## src/rtl/ascii_add_pkg.sv

```systemverilog
// Shared constants and FSM state type for the sequential ASCII digit adder.
//   ASCII_ZERO/ASCII_NINE bound the legal digit range, ASCII_ONE is the
//   final carry character, ASCII_ERR marks a beat with an invalid digit.
package ascii_add_pkg;

  localparam logic [6:0] ASCII_ZERO = 7'h30;
  localparam logic [6:0] ASCII_NINE = 7'h39;
  localparam logic [6:0] ASCII_ONE  = 7'h31;
  localparam logic [6:0] ASCII_ERR  = 7'h3F;

  typedef enum logic {
    S_ACC   = 1'b0,
    S_CARRY = 1'b1
  } state_t;

endpackage

```

## src/rtl/ascii_digit_add.sv

```systemverilog
// Combinational single-digit ASCII adder with BCD correction.
//   i_a, i_b : ASCII operand characters (CHAR_W bits, bits above 7 must be 0)
//   i_cin    : carry in from the previous (less significant) digit
//   o_char   : ASCII sum digit, or ASCII_ERR if either operand is not '0'..'9'
//   o_cout   : carry out to the next digit
//   o_bad    : either operand is outside '0'..'9'
module ascii_digit_add
  import ascii_add_pkg::*;
#(
  parameter int unsigned CHAR_W = 7
) (
  input  logic [CHAR_W-1:0] i_a,
  input  logic [CHAR_W-1:0] i_b,
  input  logic              i_cin,
  output logic [CHAR_W-1:0] o_char,
  output logic              o_cout,
  output logic              o_bad
);

  localparam logic [CHAR_W-1:0] LO = CHAR_W'(ASCII_ZERO);
  localparam logic [CHAR_W-1:0] HI = CHAR_W'(ASCII_NINE);

  logic       w_bad_a;
  logic       w_bad_b;
  logic [3:0] w_da;
  logic [3:0] w_db;
  logic [4:0] w_sum;
  logic [3:0] w_digit;

  always_comb begin
    // Full-width compare so any set upper bit also counts as invalid.
    w_bad_a = (i_a < LO) || (i_a > HI);
    w_bad_b = (i_b < LO) || (i_b > HI);
    // An invalid operand contributes zero but the carry chain keeps running.
    w_da    = w_bad_a ? 4'd0 : 4'(i_a - LO);
    w_db    = w_bad_b ? 4'd0 : 4'(i_b - LO);
    w_sum   = 5'(w_da) + 5'(w_db) + 5'(i_cin);
    if (w_sum >= 5'd10) begin
      w_digit = 4'(w_sum - 5'd10);
      o_cout  = 1'b1;
    end else begin
      w_digit = w_sum[3:0];
      o_cout  = 1'b0;
    end
    o_bad  = w_bad_a || w_bad_b;
    o_char = o_bad ? CHAR_W'(ASCII_ERR) : LO + CHAR_W'(w_digit);
  end

endmodule

```

## src/rtl/ascii_digit_adder_seq.sv

```systemverilog
// Streaming decimal adder: consumes ASCII digit pairs LSD first and emits
// ASCII sum digits LSD first, appending a final '1' when a carry remains.
//   clk, rst_n          : clock, asynchronous active-low reset
//   in_valid/in_ready   : input handshake for one digit pair
//   in_a, in_b, in_last : operand characters, last = most significant pair
//   out_valid/out_ready : output handshake for one sum character
//   out_char, out_last  : sum character ('?' on invalid digit), frame end
//   out_err             : invalid digit or length overflow seen in this frame
module ascii_digit_adder_seq
  import ascii_add_pkg::*;
#(
  parameter int unsigned CHAR_W     = 7,
  parameter int unsigned MAX_DIGITS = 16
) (
  input  logic              clk,
  input  logic              rst_n,
  input  logic              in_valid,
  output logic              in_ready,
  input  logic [CHAR_W-1:0] in_a,
  input  logic [CHAR_W-1:0] in_b,
  input  logic              in_last,
  output logic              out_valid,
  input  logic              out_ready,
  output logic [CHAR_W-1:0] out_char,
  output logic              out_last,
  output logic              out_err
);

  localparam int unsigned CNT_W = $clog2(MAX_DIGITS + 1);
  localparam logic [CNT_W-1:0] CNT_MAX = CNT_W'(MAX_DIGITS);

  state_t             r_state;
  logic               r_carry;
  logic               r_err;
  logic [CNT_W-1:0]   r_cnt;
  logic               r_out_valid;
  logic [CHAR_W-1:0]  r_out_char;
  logic               r_out_last;
  logic               r_out_err;

  state_t             w_state_nxt;
  logic               w_carry_nxt;
  logic               w_err_nxt;
  logic [CNT_W-1:0]   w_cnt_nxt;
  logic               w_ov_nxt;
  logic [CHAR_W-1:0]  w_oc_nxt;
  logic               w_ol_nxt;
  logic               w_oe_nxt;

  logic [CHAR_W-1:0]  w_sum_char;
  logic               w_cout;
  logic               w_bad;
  logic               w_slot_free;
  logic               w_accept;
  logic               w_ovf;
  logic               w_err_beat;
  logic [CNT_W-1:0]   w_cnt_inc;

  ascii_digit_add #(
    .CHAR_W (CHAR_W)
  ) u_digit (
    .i_a    (in_a),
    .i_b    (in_b),
    .i_cin  (r_carry),
    .o_char (w_sum_char),
    .o_cout (w_cout),
    .o_bad  (w_bad)
  );

  // Slot can take a new beat if empty or being drained this cycle.
  assign w_slot_free = !r_out_valid || out_ready;
  assign in_ready    = (r_state == S_ACC) && w_slot_free;
  assign w_accept    = in_valid && in_ready;
  assign w_ovf       = (r_cnt == CNT_MAX);
  assign w_err_beat  = r_err || w_bad || w_ovf;
  assign w_cnt_inc   = w_ovf ? r_cnt : r_cnt + CNT_W'(1);

  assign out_valid = r_out_valid;
  assign out_char  = r_out_char;
  assign out_last  = r_out_last;
  assign out_err   = r_out_err;

  always_comb begin
    w_state_nxt = r_state;
    w_carry_nxt = r_carry;
    w_err_nxt   = r_err;
    w_cnt_nxt   = r_cnt;
    w_ov_nxt    = r_out_valid;
    w_oc_nxt    = r_out_char;
    w_ol_nxt    = r_out_last;
    w_oe_nxt    = r_out_err;

    if (w_slot_free) begin
      w_ov_nxt = 1'b0;
    end

    case (r_state)
      S_ACC: begin
        if (w_accept) begin
          w_ov_nxt = 1'b1;
          w_oc_nxt = w_sum_char;
          w_oe_nxt = w_err_beat;
          if (in_last && w_cout) begin
            // Frame end with carry: the extra '1' beat closes the frame.
            w_state_nxt = S_CARRY;
            w_carry_nxt = 1'b1;
            w_err_nxt   = w_err_beat;
            w_cnt_nxt   = w_cnt_inc;
            w_ol_nxt    = 1'b0;
          end else if (in_last) begin
            w_carry_nxt = 1'b0;
            w_err_nxt   = 1'b0;
            w_cnt_nxt   = '0;
            w_ol_nxt    = 1'b1;
          end else begin
            w_carry_nxt = w_cout;
            w_err_nxt   = w_err_beat;
            w_cnt_nxt   = w_cnt_inc;
            w_ol_nxt    = 1'b0;
          end
        end
      end
      S_CARRY: begin
        if (w_slot_free) begin
          w_ov_nxt    = 1'b1;
          w_oc_nxt    = CHAR_W'(ASCII_ONE);
          w_ol_nxt    = 1'b1;
          w_oe_nxt    = r_err;
          w_carry_nxt = 1'b0;
          w_err_nxt   = 1'b0;
          w_cnt_nxt   = '0;
          w_state_nxt = S_ACC;
        end
      end
      default: begin
        w_state_nxt = S_ACC;
      end
    endcase
  end

  always_ff @(posedge clk or negedge rst_n) begin
    if (!rst_n) begin
      r_state     <= S_ACC;
      r_carry     <= 1'b0;
      r_err       <= 1'b0;
      r_cnt       <= '0;
      r_out_valid <= 1'b0;
      r_out_char  <= '0;
      r_out_last  <= 1'b0;
      r_out_err   <= 1'b0;
    end else begin
      r_state     <= w_state_nxt;
      r_carry     <= w_carry_nxt;
      r_err       <= w_err_nxt;
      r_cnt       <= w_cnt_nxt;
      r_out_valid <= w_ov_nxt;
      r_out_char  <= w_oc_nxt;
      r_out_last  <= w_ol_nxt;
      r_out_err   <= w_oe_nxt;
    end
  end

endmodule

```

## config.mk

```make
export PLATFORM = sky130hd
export DESIGN_NAME = ascii_digit_adder_seq
export DESIGN_NICKNAME = d
export VERILOG_FILES = /design/src/rtl/ascii_add_pkg.sv /design/src/rtl/ascii_digit_add.sv /design/src/rtl/ascii_digit_adder_seq.sv
export SDC_FILE = /design/constraint.sdc
export NUM_CORES = 1
export LEC_CHECK = 0
export CORE_ASPECT_RATIO = 1.5
export CORE_UTILIZATION = 44
export CTS_CLUSTER_DIAMETER = 120
export DETAILED_ROUTE_END_ITERATION = 6
export GPL_ROUTABILITY_DRIVEN = 1
export PLACE_DENSITY = 0.78
export REMOVE_ABC_BUFFERS = 1
export SYNTH_ARGS = -nofsm -noshare
export SYNTH_HDL_FRONTEND = slang
export SYNTH_SLANG_ARGS = --single-unit
```

## constraint.sdc

```tcl
create_clock -name clk -period 2.6 [get_ports clk]
set_input_delay 0.26 -clock clk [delete_from_list [all_inputs] [get_ports clk]]
set_output_delay 0.26 -clock clk [all_outputs]
set_load 0.1 [all_outputs]
```

## Word level (Yosys, flattened, before mapping)

Cells that the tools add are included.
Widths: inputs -> output; s select.

| storage, ports and cells | value |
|---|---|
| register bits | 18 |
| bits of input ports | 19 |
| output and inout port bits | 11 |

| cells by class | value |
|---|---|
| $add $sub $neg | 7 |
| order comparisons | 5 |
| equality and inequality tests | 3 |
| multiplexer cells | 39 |
| bitwise gates (word level) | 1 |
| reduce and logical (&&, ||, !) cells | 11 |

Operators by type and width:

| cell | count |
|---|---|
| $mux 5 | 5 |
| $mux 7 | 3 |
| $mux 1 | 20 |
| $gt 7x6->1 const B | 2 |
| $lt 7x6->1 const B | 2 |
| $pmux 7 s2 | 1 |
| $mux 4 | 3 |
| $pmux 1 s2 | 6 |
| $pmux 5 s2 | 1 |
| $sub 4x1->4 const B | 2 |
| $add 6x4->7 const A | 1 |
| $logic_or 1x1->1 | 6 |
| $add 4x4->5 | 1 |
| $add 5x1->5 | 1 |
| $add 5x1->5 const B | 1 |
| $eq 5x5->1 const B | 1 |
| $ge 5x4->1 const B | 1 |
| $sub 4x4->4 const B | 1 |
| $logic_and 1x1->1 | 3 |
| $ne 2x1->1 const B | 1 |
| $ne 2x2->1 const B | 1 |
| $reduce_and 2->1 | 1 |
| $logic_not 1->1 | 1 |
| $not 1->1 | 1 |

## Logic depth before layout (Yosys ltp)

Gate-level depths: netlist of run 1.

| depth | value |
|---|---|
| depth after elaboration | 11 |
| gate-level depth with buffers | 14 |

## Modules after synthesis

A second synthesis of run 1 with hierarchy kept.

| unflattened totals | value |
|---|---|
| cells, all modules | 128 |
| area, all modules | 1209.9 sq um |

By module, submodules not included:

| module | times used | cells each | area an instance (sq um) | seq. area each (sq um) |
|---|---|---|---|---|
| ascii_digit_adder_seq | 1 | 71 | 800.8 | 450.4 |
| ascii_digit_add | 1 | 57 | 409.1 | 0.0 |

## Least setup slack after synthesis of run 1

Ideal clock, no wire load.

| path | value |
|---|---|
| kind | reg2reg |
| from | register r_out_valid (netlist: out_valid) |
| to | register r_out_char[3] (netlist: out_char[3]) |
| setup time | 0.064 ns |
| arrival | 3.093 ns |
| required time | 2.536 ns |
| setup slack | -0.557 ns |
| cell stages (with the launch flop) | 7 |
| cell sequence | dfrtp_1 -> nor2b_4 -> nor2_1 -> and2_1 -> clkbuf_1 -> a21boi_0 -> a21o_1 |

| between the ends | value |
|---|---|
| cells in the longest elaborated chain, start to end | 6 |
| elaborated cells between the ends (all ways) | 7 |
| those cells by class | 2 x eq/ne; 5 x reduce/logical |

RTL lines:

| element | line | text |
|---|---|---|
| start: declaration | ascii_digit_adder_seq.sv:36 | `logic r_out_valid;` |
| start signal: assignment | ascii_digit_adder_seq.sv:156 | `r_out_valid <= w_ov_nxt;` |
| $logic_not 1->1 | ascii_digit_adder_seq.sv:71 | `assign w_slot_free = !r_out_valid \|\| out_ready;` |
| $logic_or 1x1->1 | ascii_digit_adder_seq.sv:71 |  |
| $logic_and 1x1->1 | ascii_digit_adder_seq.sv:72 | `assign in_ready = (r_state == S_ACC) && w_slot_free;` |
| net in_ready | ascii_digit_adder_seq.sv:18 | `output logic in_ready,` |
| $logic_and 1x1->1 | ascii_digit_adder_seq.sv:73 | `assign w_accept = in_valid && in_ready;` |
| $ne 2x2->1 (no line) | -- |  |
| $reduce_and 2->1 (no line) | -- |  |
| end signal: assignment | ascii_digit_adder_seq.sv:157 | `r_out_char <= w_oc_nxt;` |
| end: declaration | ascii_digit_adder_seq.sv:37 | `logic [CHAR_W-1:0] r_out_char;` |

The timed path passes the listed nets, and every way through them passes these cells.
A chain may end at the register's enable or synchronous reset.

## Worst setup path in the final report of run 1

| path | value |
|---|---|
| from | input port in_b[0] |
| to | register r_state |

| between the ends | value |
|---|---|
| cells in the longest elaborated chain, start to end | 11 |
| elaborated cells between the ends (all ways) | 13 |
| those cells by class | 3 x add/sub; 3 x order compare; 5 x mux; 2 x reduce/logical |

RTL lines:

| element | line | text |
|---|---|---|
| start: declaration | ascii_digit_adder_seq.sv:20 | `input logic [CHAR_W-1:0] in_b,` |
| $lt 7x6->1 / $gt 7x6->1 (equally long branches) | ascii_digit_add.sv:33 | `w_bad_b = (i_b < LO) \|\| (i_b > HI);` |
| $logic_or 1x1->1 | ascii_digit_add.sv:33 |  |
| $mux 4 (*) | ascii_digit_add.sv:36 | `w_db = w_bad_b ? 4'd0 : 4'(i_b - LO);` |
| $add 4x4->5 (*) | ascii_digit_add.sv:37 | `w_sum = 5'(w_da) + 5'(w_db) + 5'(i_cin);` |
| $add 5x1->5 (*) | ascii_digit_add.sv:37 |  |
| $ge 5x4->1 (*) | ascii_digit_add.sv:38 | `if (w_sum >= 5'd10) begin` |
| $mux 1 (*) | ascii_digit_add.sv:38 |  |
| $logic_and 1x1->1 (*) | ascii_digit_adder_seq.sv:103 | `if (in_last && w_cout) begin` |
| $mux 1 (*) | ascii_digit_adder_seq.sv:103 |  |
| $mux 1 (*) | ascii_digit_adder_seq.sv:99 | `if (w_accept) begin` |
| $pmux 1 s2 (*) | ascii_digit_adder_seq.sv:97 | `case (r_state)` |
| net w_state_nxt | ascii_digit_adder_seq.sv:41 | `state_t w_state_nxt;` |
| end signal: assignment | ascii_digit_adder_seq.sv:152 | `r_state <= w_state_nxt;` |
| end: declaration | ascii_digit_adder_seq.sv:32 | `state_t r_state;` |

Mark *: on every way through the listed nets, which the timed path passes. The rest lies on a longest branch.

==> reports/qor.txt, run 1 <==
initial antenna violation count - 0
EDFF count, synth - 0
Final Slew Violations - 0
Finished Core Util - 67.3%
Comb power frac - 38.4%
Leakage Power - 0.000746 µW
clk slew on worst S/H paths - 0.10 ns
CTS HTree Levels - 1
die width - 44.8 µm
CTS tree - yes
core region area - 2530 µm²
Yosys top cell by area - dfrtp_1
Least-Margin Pin Slew - 0.703 ns
Seq pwr share - 40.2%
Via Count - 1172
die area - 2970 µm²
Syn. warnings - 0
switching pwr - 284 µW
switching portion of total power - 38.1%
reg-to-reg critical path startpoint - r_carry
Syn Std Cell Area - 1210 µm²
Initial Util - 47.8%
max cap viols - 0
commonest cells in the netlist - 16 x dfrtp_1, 8 x and2_1, 8 x inv_1, 8 x nand2_1
Final TNS setup - 0 ns
Async SR Flop Fraction - 100%
final hold vios - 0
status - finished clean
Clock Skew - 0.00988 ns
count leader, synth - dfrtp_1
dpl hpwl - 2470 µm
worst vdd ir - 0.194 mV
Max stage delay cell, worst path - clkdlybuf4s50_1
Tightest Hold Check Type - in2async
maximum clock path buffer count - 2
DRT antenna net count - 0
maximum clock rate - 388 MHz
gr usage total - 23.2%
# port buffers - 28
first-pass GRT wire length - 5030 µm
Layout area overhead - 40.7%
DRT Pass-1 Iters - 4
worst-skew pair later-pin latency - 0.28 ns
ranking of synthesized cells by area - dfrtp_1 33%, ha_1 6.2%, and2_1 4.1%
NumNets Final - 204
grt total ovfl - 0
clock sinks - 16
gr busiest metal - met2
Starting DRT DRC Count - 21
routing usage on met1 - 21.7%
Rows - 22
post-synth cell types - 50
most used cell along the critical path - inv_2
Relative slew margins - 53.0%
post-synth top area share - 33.1%
critical-path cell list - clkdlybuf4s50_1 -> nand2_2 -> fa_2 -> inv_2 -> fa_2 -> inv_2 -> ha_4 -> inv_2 -> a31o_4 -> nor3_2 -> nor2_2 -> a32o_1
worst r2r dst - r_state
Post-Place Cells - 205
r2r worst-path depth - 11
crit path kind - in2reg
flop-to-flop setup slack - 0.17 ns
Req. time, crit path - 2.77 ns
Root Driver - clkbuf_4
period utilization - 99.1%
Clock power frac - 21.5%
cts bufs inserted - 3
Final WS setup - 0.0232 ns
commonest register cell after synthesis - dfrtp_1
GP Congestion - 0.923
FF+latch count, synth - 16
CP arrival - 2.75 ns
Setup Viol. Count Final - 0
FILL cells - 229
startpoint types - input pin
crit path from - in_b[0]
met3 Track Usage GR - 3.01%
DRC - 0
I/O Pins - 30
clock period minus worst slack - 2.58 ns
Post-Place Worst Slack - -0.728 ns
power per cell area - 438 nW/µm²
DIE HEIGHT - 66.3 µm
syn_area_per_cell - 9.32 µm²
Internal Power - 462 µW
grt met2 use - 44.5%
WL final - 3020 µm
CP max stage delay - 0.48 ns
via/cell ratio - 5.53
post-route insts no fill - 212
vias in the first global route - 1211
Cells after Synth - 130
drt wl/cell - 14.2 µm
antenna diode count - 0
CP Capture Type - register
Critical path destination - r_state
layout cells sized above 1 - 36.9%
crit-path max FO - 4
RSZ-0062 raised after global routing - yes
post-synthesis sequential area ratio - 33.1%
largest net degree at the start of global routing - 17
-- placed cells by master (no fill, tap or decap), types with 6 or more instances in the layout --
cell	synthesis	layout
dfrtp_1	16	16
a21oi_1	7	6
nand2_1	8	6
and2_1	8	8
buf_4	2	29
nand3_1	7	7
clkdlybuf4s50_1	0	6
-- logic make-up (layout without fill, tap and decap cells) --
| logic type | Yosys count | in the layout | share of synthesized area, % |
|---|---|---|---|
| buffers and inverters | 14 | 60 | 5.58 |
| flip-flops | 16 | 16 | 33.1 |
| multiplexers | 3 | 3 | 2.58 |
| XOR/XNOR | 1 | 1 | 1.34 |
| AND/OR/NAND/NOR | 50 | 50 | 24.8 |
| other | 1 | 1 | 0.310 |
| AO/OA/AOI/OAI | 37 | 37 | 22.8 |
| adder cells (fa/ha/maj) | 8 | 8 | 9.50 |
-- metrics by stage --
step	hold WS [ns]	total power (µW)	cell area, µm²
6_report	0.387	747	1700
5_1_grt	0.430	790	1700
4_1_cts	0.417	746	1680
3_5_place_dp	0.466	582	1600
3_3_place_gp	0.456	575	1600
2_1_floorplan	-0.0356	490	1170
-- flip-flops by register name, summed over array words and instances (netlist names) --
register and flops:
out_char 5, r_cnt 5, out_err 1, out_last 1, out_valid 1, r_carry 1, r_err 1, r_state 1
-- worst min path at each step --
stage | startpoint | end | slack (ns)
finish | rst_n | out_char[4] | 0.39
detailed placement | out_err | out_err | 0.47
global route | rst_n | out_char[4] | 0.43
floorplan | rst_n | out_char[0] | -0.04
CTS | rst_n | out_char[4] | 0.42
global placement | out_err | out_err | 0.46
-- power by group through the flow --
| stage | Sequential (µW) | Combinational [µW] | Clock, µW |
|---|---|---|---|
| after CTS | 300 | 280 | 165 |
| after global routing | 304 | 305 | 181 |
| after detailed placement | 305 | 277 | 0 |
| after global placement | 304 | 270 | 0 |
| after floorplan | 387 | 104 | 0 |
| final | 300 | 287 | 160 |
-- area by class of cell --
| class | instances | area [µm²] | share of cell area, % |
|---|---|---|---|
| inverters | 8 | 30.0 | 1.76 |
| multi-input cells | 100 | 807 | 47.4 |
| well taps | 36 | 45.0 | 2.64 |
| repair buffers | 48 | 385 | 22.6 |
| clock buffers | 4 | 36.3 | 2.13 |
| flip-flops and latches | 16 | 400 | 23.5 |
-- routing by layer --
layer  vias up  part of all wire [%]
li1        564                     -
met1       557                    34
met2        41                    59
met3        10                   3.3
met4         0                   3.7
met5         -                     0
-- critical path, delay by kind of cell --
kind	cells	cell delay, ns
compound gates	2	0.50
fa+ha+maj	3	0.97
buf+inv	4	0.68
simple gates	3	0.34
-- what timing repair did --
item,CTS,global route
setup endpoints to repair,12,10
hold buffers,0,0
setup buffers,2,1
resized for setup,36,13
gates cloned,0,0
pin swaps,12,14
(Power assumes the default switching activity.)
==> run 2, diff against run 1 <==
--- a/config.mk
+++ b/config.mk
@@ -9,9 +9,8 @@
 export CORE_UTILIZATION = 44
 export CTS_CLUSTER_DIAMETER = 120
 export DETAILED_ROUTE_END_ITERATION = 6
-export GPL_ROUTABILITY_DRIVEN = 1
-export PLACE_DENSITY = 0.78
-export REMOVE_ABC_BUFFERS = 1
+export GPL_ROUTABILITY_DRIVEN = 0
+export PLACE_DENSITY = 0.79
 export SYNTH_ARGS = -nofsm -noshare
 export SYNTH_HDL_FRONTEND = slang
 export SYNTH_SLANG_ARGS = --single-unit
==> run 2 against run 1 <==
Fmax increased by 0.96%; clock power increased by 4%; die area unchanged; sequential share of layout area decreased by 1.1 points; largest cell class unchanged.
==> reports/qor.txt, run 2 (synthesis gave the netlist of run 1 again) <==
core region area - 2530 µm² (unchanged)
crit-path max FO - 4 (unchanged)
syn_nets - 157
DRT Pass-1 Iters - 4 (unchanged)
grt total ovfl - 0 (unchanged)
I/O Pins - 30 (unchanged)
post-route insts no fill - 217 (+2.4%)
Seq pwr share - 39.4% (-0.8 points)
leading cell types in the layout, fill and taps excluded - 33 x buf_4, 16 x dfrtp_1, 7 x nand3_1
Comb power frac - 38.9% (+0.5 points)
Clock power frac - 21.7% (+0.2 points)
Clock Skew - 0.00147 ns (-0.00841 ns)
Root Driver - clkbuf_4
antenna diode count - 0 (unchanged)
layout cells sized above 1 - 41.4% (+4.5 points)
final hold vios - 0 (unchanged)
Initial Util - 47.8% (unchanged)
switching pwr - 294 µW (+3.5%)
cts bufs inserted - 3 (unchanged)
startpoint types - input pin
Starting DRT DRC Count - 16 (-24%)
period utilization - 98.2% (-0.94 points)
first-pass GRT wire length - 5180 µm (+2.9%)
Rows - 22 (unchanged)
Layout area overhead - 47.7%
clock period minus worst slack - 2.55 ns (-0.0244 ns)
WL final - 3180 µm (+5.3%)
CP Capture Type - register
crit path kind - in2reg
maximum clock path buffer count - 2 (unchanged)
Post-Place Cells - 205 (unchanged)
Final Slew Violations - 0 (unchanged)
clock sinks - 16 (unchanged)
gr usage total - 24.1% (+0.91 points)
# port buffers - 28 (unchanged)
Overall Power - 765 µW (+2.4%)
FILL cells - 218 (-4.8%)
DRT antenna net count - 0 (unchanged)
vias in the first global route - 1216 (+0.41%)
clk slew on worst S/H paths - 0.09 ns (about the same)
drt wl/cell - 14.7 µm (+2.9%)
worst vdd ir - 0.190 mV (-2.2%)
switching portion of total power - 38.5% (+0.40 points)
Final TNS setup - 0 ns (unchanged)
maximum clock rate - 392 MHz (+0.96%)
CTS tree - yes
die width - 44.8 µm (unchanged)
RSZ-0062 raised after global routing - yes
status - finished clean
Setup Viol. Count Final - 0 (unchanged)
power per cell area - 428 nW/µm² (-2.4%)
dpl hpwl - 2460 µm (-0.32%)
Leakage Power - 0.000788 µW (+5.6%)
largest net degree at the start of global routing - 17 (unchanged)
Relative slew margins - 53.5% (+0.57 points)
worst-skew pair later-pin latency - 0.29 ns (about the same)
Req. time, crit path - 2.79 ns (+0.02 ns)
die area - 2970 µm² (unchanged)
initial antenna violation count - 0 (unchanged)
commonest non-fill, non-tap cell in the layout - buf_4
CTS HTree Levels - 1 (unchanged)
Hold Buf Count CTS - 0 (unchanged)
Least-Margin Pin Slew - 0.695 ns (-0.00847 ns)
Via Count - 1187 (+1.3%)
DRC - 0 (unchanged)
Tightest Hold Check Type - in2async
CP arrival - 2.74 ns (about the same)
Internal Power - 471 µW (+1.8%)
NumNets Final - 209 (+2.5%)
DIE HEIGHT - 66.3 µm (unchanged)
via/cell ratio - 5.47 (-1.1%)
max cap viols - 0 (unchanged)
-- run 2: cell count changes in the layout (fill, tap and decap cells not counted), moves of 2 or more --
cell / before / now
dlygate4sd2_1: 5 / 3
and2_1: 8 / 6
buf_4: 29 / 33
and2_4: 0 / 2
clkdlybuf4s15_1: 1 / 3
buf_2: 3 / 1
buf_6: 3 / 6
-- run 2: timing repair --
item | in CTS | in global routing
setup endpoints to repair | 12 | 8
gates resized for setup | 36 | 13
cloned | 0 | 0
pin swaps | 14 | 14
buffers inserted | 2 | 7
-- run 2: final timing paths --
path,start,end,slack (ns),cells after the start
worst max-delay path,in_b[0],r_cnt[2],0.05,13
worst min-delay path,rst_n,out_valid,0.38,1
worst max register to register,r_carry,r_cnt[4],0.08,11
worst min register to register,out_err,out_err,0.48,2
max in group asynchronous,rst_n,r_cnt[1],1.78,1
min in group clk,out_err,out_err,0.48,2
-- run 2: routing by layer --
metal | share of wire, % | vias to the layer above | routed length, µm | global-route usage (%)
met5 | 0 | - | 0 | 0
met4 | 2.5 | 0 | 80 | 12.9
met3 | 2.5 | 6 | 78 | 1.64
met2 | 59 | 28 | 1890 | 48.0
met1 | 36 | 579 | 1130 | 23.0
li1 | - | 574 | - | -
-- run 2: worst max-delay path, stage by stage --
cell and delay (ns):
clkdlybuf4s50_1 0.50, nand2_4 0.05, fa_2 0.37, inv_2 0.07, fa_2 0.44, inv_2 0.10, ha_4 0.14, inv_2 0.03
a31o_4 0.22, a41oi_4 0.22, buf_6 0.15, o21ai_2 0.05, o2bb2ai_1 0.15
-- run 2: area by class of cell --
cell class	instances	area [µm²]	share of cell area (%)
timing repair buffer	53	442	24.7
tap	36	45.0	2.52
clock buffer	4	36.3	2.03
inverter	8	30.0	1.68
sequential	16	400	22.4
multi-input combinational	100	836	46.7
-- run 2: metrics by stage --
| stage | cell area (µm²) | utilization [%] | worst slack (ns) | hold slack, ns |
|---|---|---|---|---|
| 6_report | 1790 | 70.7 | 0.0476 | 0.376 |
| 5_1_grt | 1790 | 70.7 | -0.0312 | 0.447 |
| 4_1_cts | 1700 | 66.9 | 0.00828 | 0.406 |
| 3_5_place_dp | 1640 | 64.7 | -0.606 | 0.467 |
| 3_3_place_gp | 1640 | 64.7 | -0.513 | 0.456 |
| 2_1_floorplan | 1260 | - | -0.110 | -0.0356 |
-- run 2: power groups by stage --
stage	Combinational [µW]	Sequential [µW]	Clock (µW)
5_1_grt	319	305	182
6_report	298	301	166
3_3_place_gp	276	304	0
2_1_floorplan	115	387	0
3_5_place_dp	283	307	0
4_1_cts	284	302	167
==> variant (config.mk and constraints of run 1) <==
The parameter `MAX_DIGITS` goes from 16 to 64.
--- a/src/rtl/ascii_digit_adder_seq.sv
+++ b/src/rtl/ascii_digit_adder_seq.sv
@@ -12,3 +12,3 @@
   parameter int unsigned CHAR_W     = 7,
-  parameter int unsigned MAX_DIGITS = 16
+  parameter int unsigned MAX_DIGITS = 64
 ) (
Check against the original RTL: no difference found for any inputs over 10 cycles, from zero or initial values and one cycle with rst_n low; that may be too few to reach the edited logic, so the function may still have changed.
==> variant against run 1 <==
- core utilization fell by 2.2 points
- total power rose by 18%
- wire length increased by 10%
- sequential cell count up 2
- non-clock buffer count shrank 3
- design area up 4.5%
- synthesized area rose by 6.3%
- sequential power rose by 14%
- setup slack gained 71 ps
==> variant: results (changes against run 1) <==
Outcome -> finished, final reports clean
Post-synthesis adder-cell area fraction -> 8.94% (-0.56 points)
Worst Tran Pin Value -> 818 ps (+115 ps)
Post-synthesis mux area share -> 0.875% (-1.7 points)
Max Fclk -> 399 MHz (+2.8%)
Post-Synth XOR/XNOR Area -> 0.680% (-0.66 points)
Internal power -> 551 µW (+19%)
Worst-Skew Late Latency -> 260 ps (-20 ps)
Placement Setup Slack -> -780 ps (-52.4 ps)
DP Area -> 1630 µm² (+2.0%)
GP Congestion -> 0.889 (-3.7%)
Synth area leaders -> dfrtp_1 35%, ha_1 5.8%, nand3_1 4.3%
Via-to-Cell Ratio -> 5.58 (+0.92%)
Drt wl/cell -> 15.0 µm (+5.6%)
Commonest cells post-synth -> 18 x dfrtp_1, 13 x nand2_1, 11 x inv_1, 11 x nand3_1, 8 x and2_1
Fill cell count -> 236 (+3.1%)
Largest net degree at the start of global routing -> 23 (+6)
Clk_skew -> 1.38 ps (-8.51 ps)
Worst r2r dst -> r_cnt[3]
R2R depth -> 12 (+1)
Compound-gate portion of the synthesized area -> 21.1% (-1.7 points)
Final nets -> 212 (+3.9%)
Vias in the first global route -> 1,252 (+3.4%)
CP Data Arrival Time -> 2690 ps (-60 ps)
Post-DP HPWL -> 2.54 mm (+2.9%)
Maximum fanout along the worst path -> 8 (+4)
Post-synthesis sequential area ratio -> 35.0% (+1.9 points)
Worst vdd ir -> 0.259 mV (+33%)
GR Util All Layers -> 24.6% (+1.4 points)
## variant: cell count changes after synthesis, moves of 3 or more
cell / delta
nand3_1: +4
o21ai_0: +4
a21oi_1: -3
nor3_1: +4
o21ai_1: -3
inv_1: +3
nand2_1: +5
## variant: timing repair
item	4_1_cts	5_1_grt
gates resized for setup	48	14
endpoints found under the setup margin	14	13
hold endpoints to repair	0	0
buffers inserted	4	0
pin swaps	17	13
## variant: critical path: cells and delay by family
family                     cells  cell delay (ps)
xor gates and xnor gates       1              180
AOI/OAI and AO/OA              4              630
buffers and inverters          4              770
and+or+nand+nor                1               70
adders and majority gates      3              770
## variant: layout make-up
class / count / share of cell area [%]
timing repair buffer: 45 / 20.7
sequential: 18 / 25.3
inverter: 11 / 2.32
multi-input combinational: 106 / 46.0
tap: 37 / 2.60
clock buffer: 4 / 3.09
## variant: cell families (layout without fill, tap and decap cells)
family          count (synthesis)  after routing
buf+inv                        19             60
fa+ha+maj                       8              8
flops                          18             18
xor+xnor                        1              1
simple gates                   59             59
compound gates                 36             36
other cells                     1              1
mux                             1              1
## variant: per-stage QoR
step	utilization [%]	instances	TNS [ps]	hold slack, ps
after floorplan	-	135	-3440	-35.6
after global placement	59.8	214	-7410	465
after detailed placement	59.8	214	-9510	480
after CTS	63.4	221	0	497
after global routing	65.1	221	-33.4	527
final	65.1	221	0	470
## variant: per-layer routing
| layer | wire [µm] | GRT usage [%] | up-vias |
|---|---|---|---|
| met4 | 106 | 12.9 | 0 |
| met1 | 1190 | 24.5 | 589 |
| met3 | 103 | 3.43 | 10 |
| met2 | 1930 | 46.7 | 44 |
| li1 | - | - | 590 |
| met5 | 0 | 0 | - |
## variant: power groups by stage
stage	logic [µW]	clock network [µW]	registers (µW)
2_1_floorplan	103	0	425
3_3_place_gp	270	0	345
3_5_place_dp	279	0	346
4_1_cts	284	238	341
5_1_grt	320	255	348
6_report	298	238	342
## variant: worst max path at each step
stage,to,slack [ps],depth (start not counted),start
2_1_floorplan,out_char[2],-400,5,out_valid
3_3_place_gp,out_last,-600,13,in_b[1]
3_5_place_dp,r_cnt[3],-780,15,in_b[2]
4_1_cts,r_cnt[5],10,14,in_b[6]
5_1_grt,r_cnt[4],-30,15,in_b[1]
6_report,r_cnt[3],90,13,in_b[0]
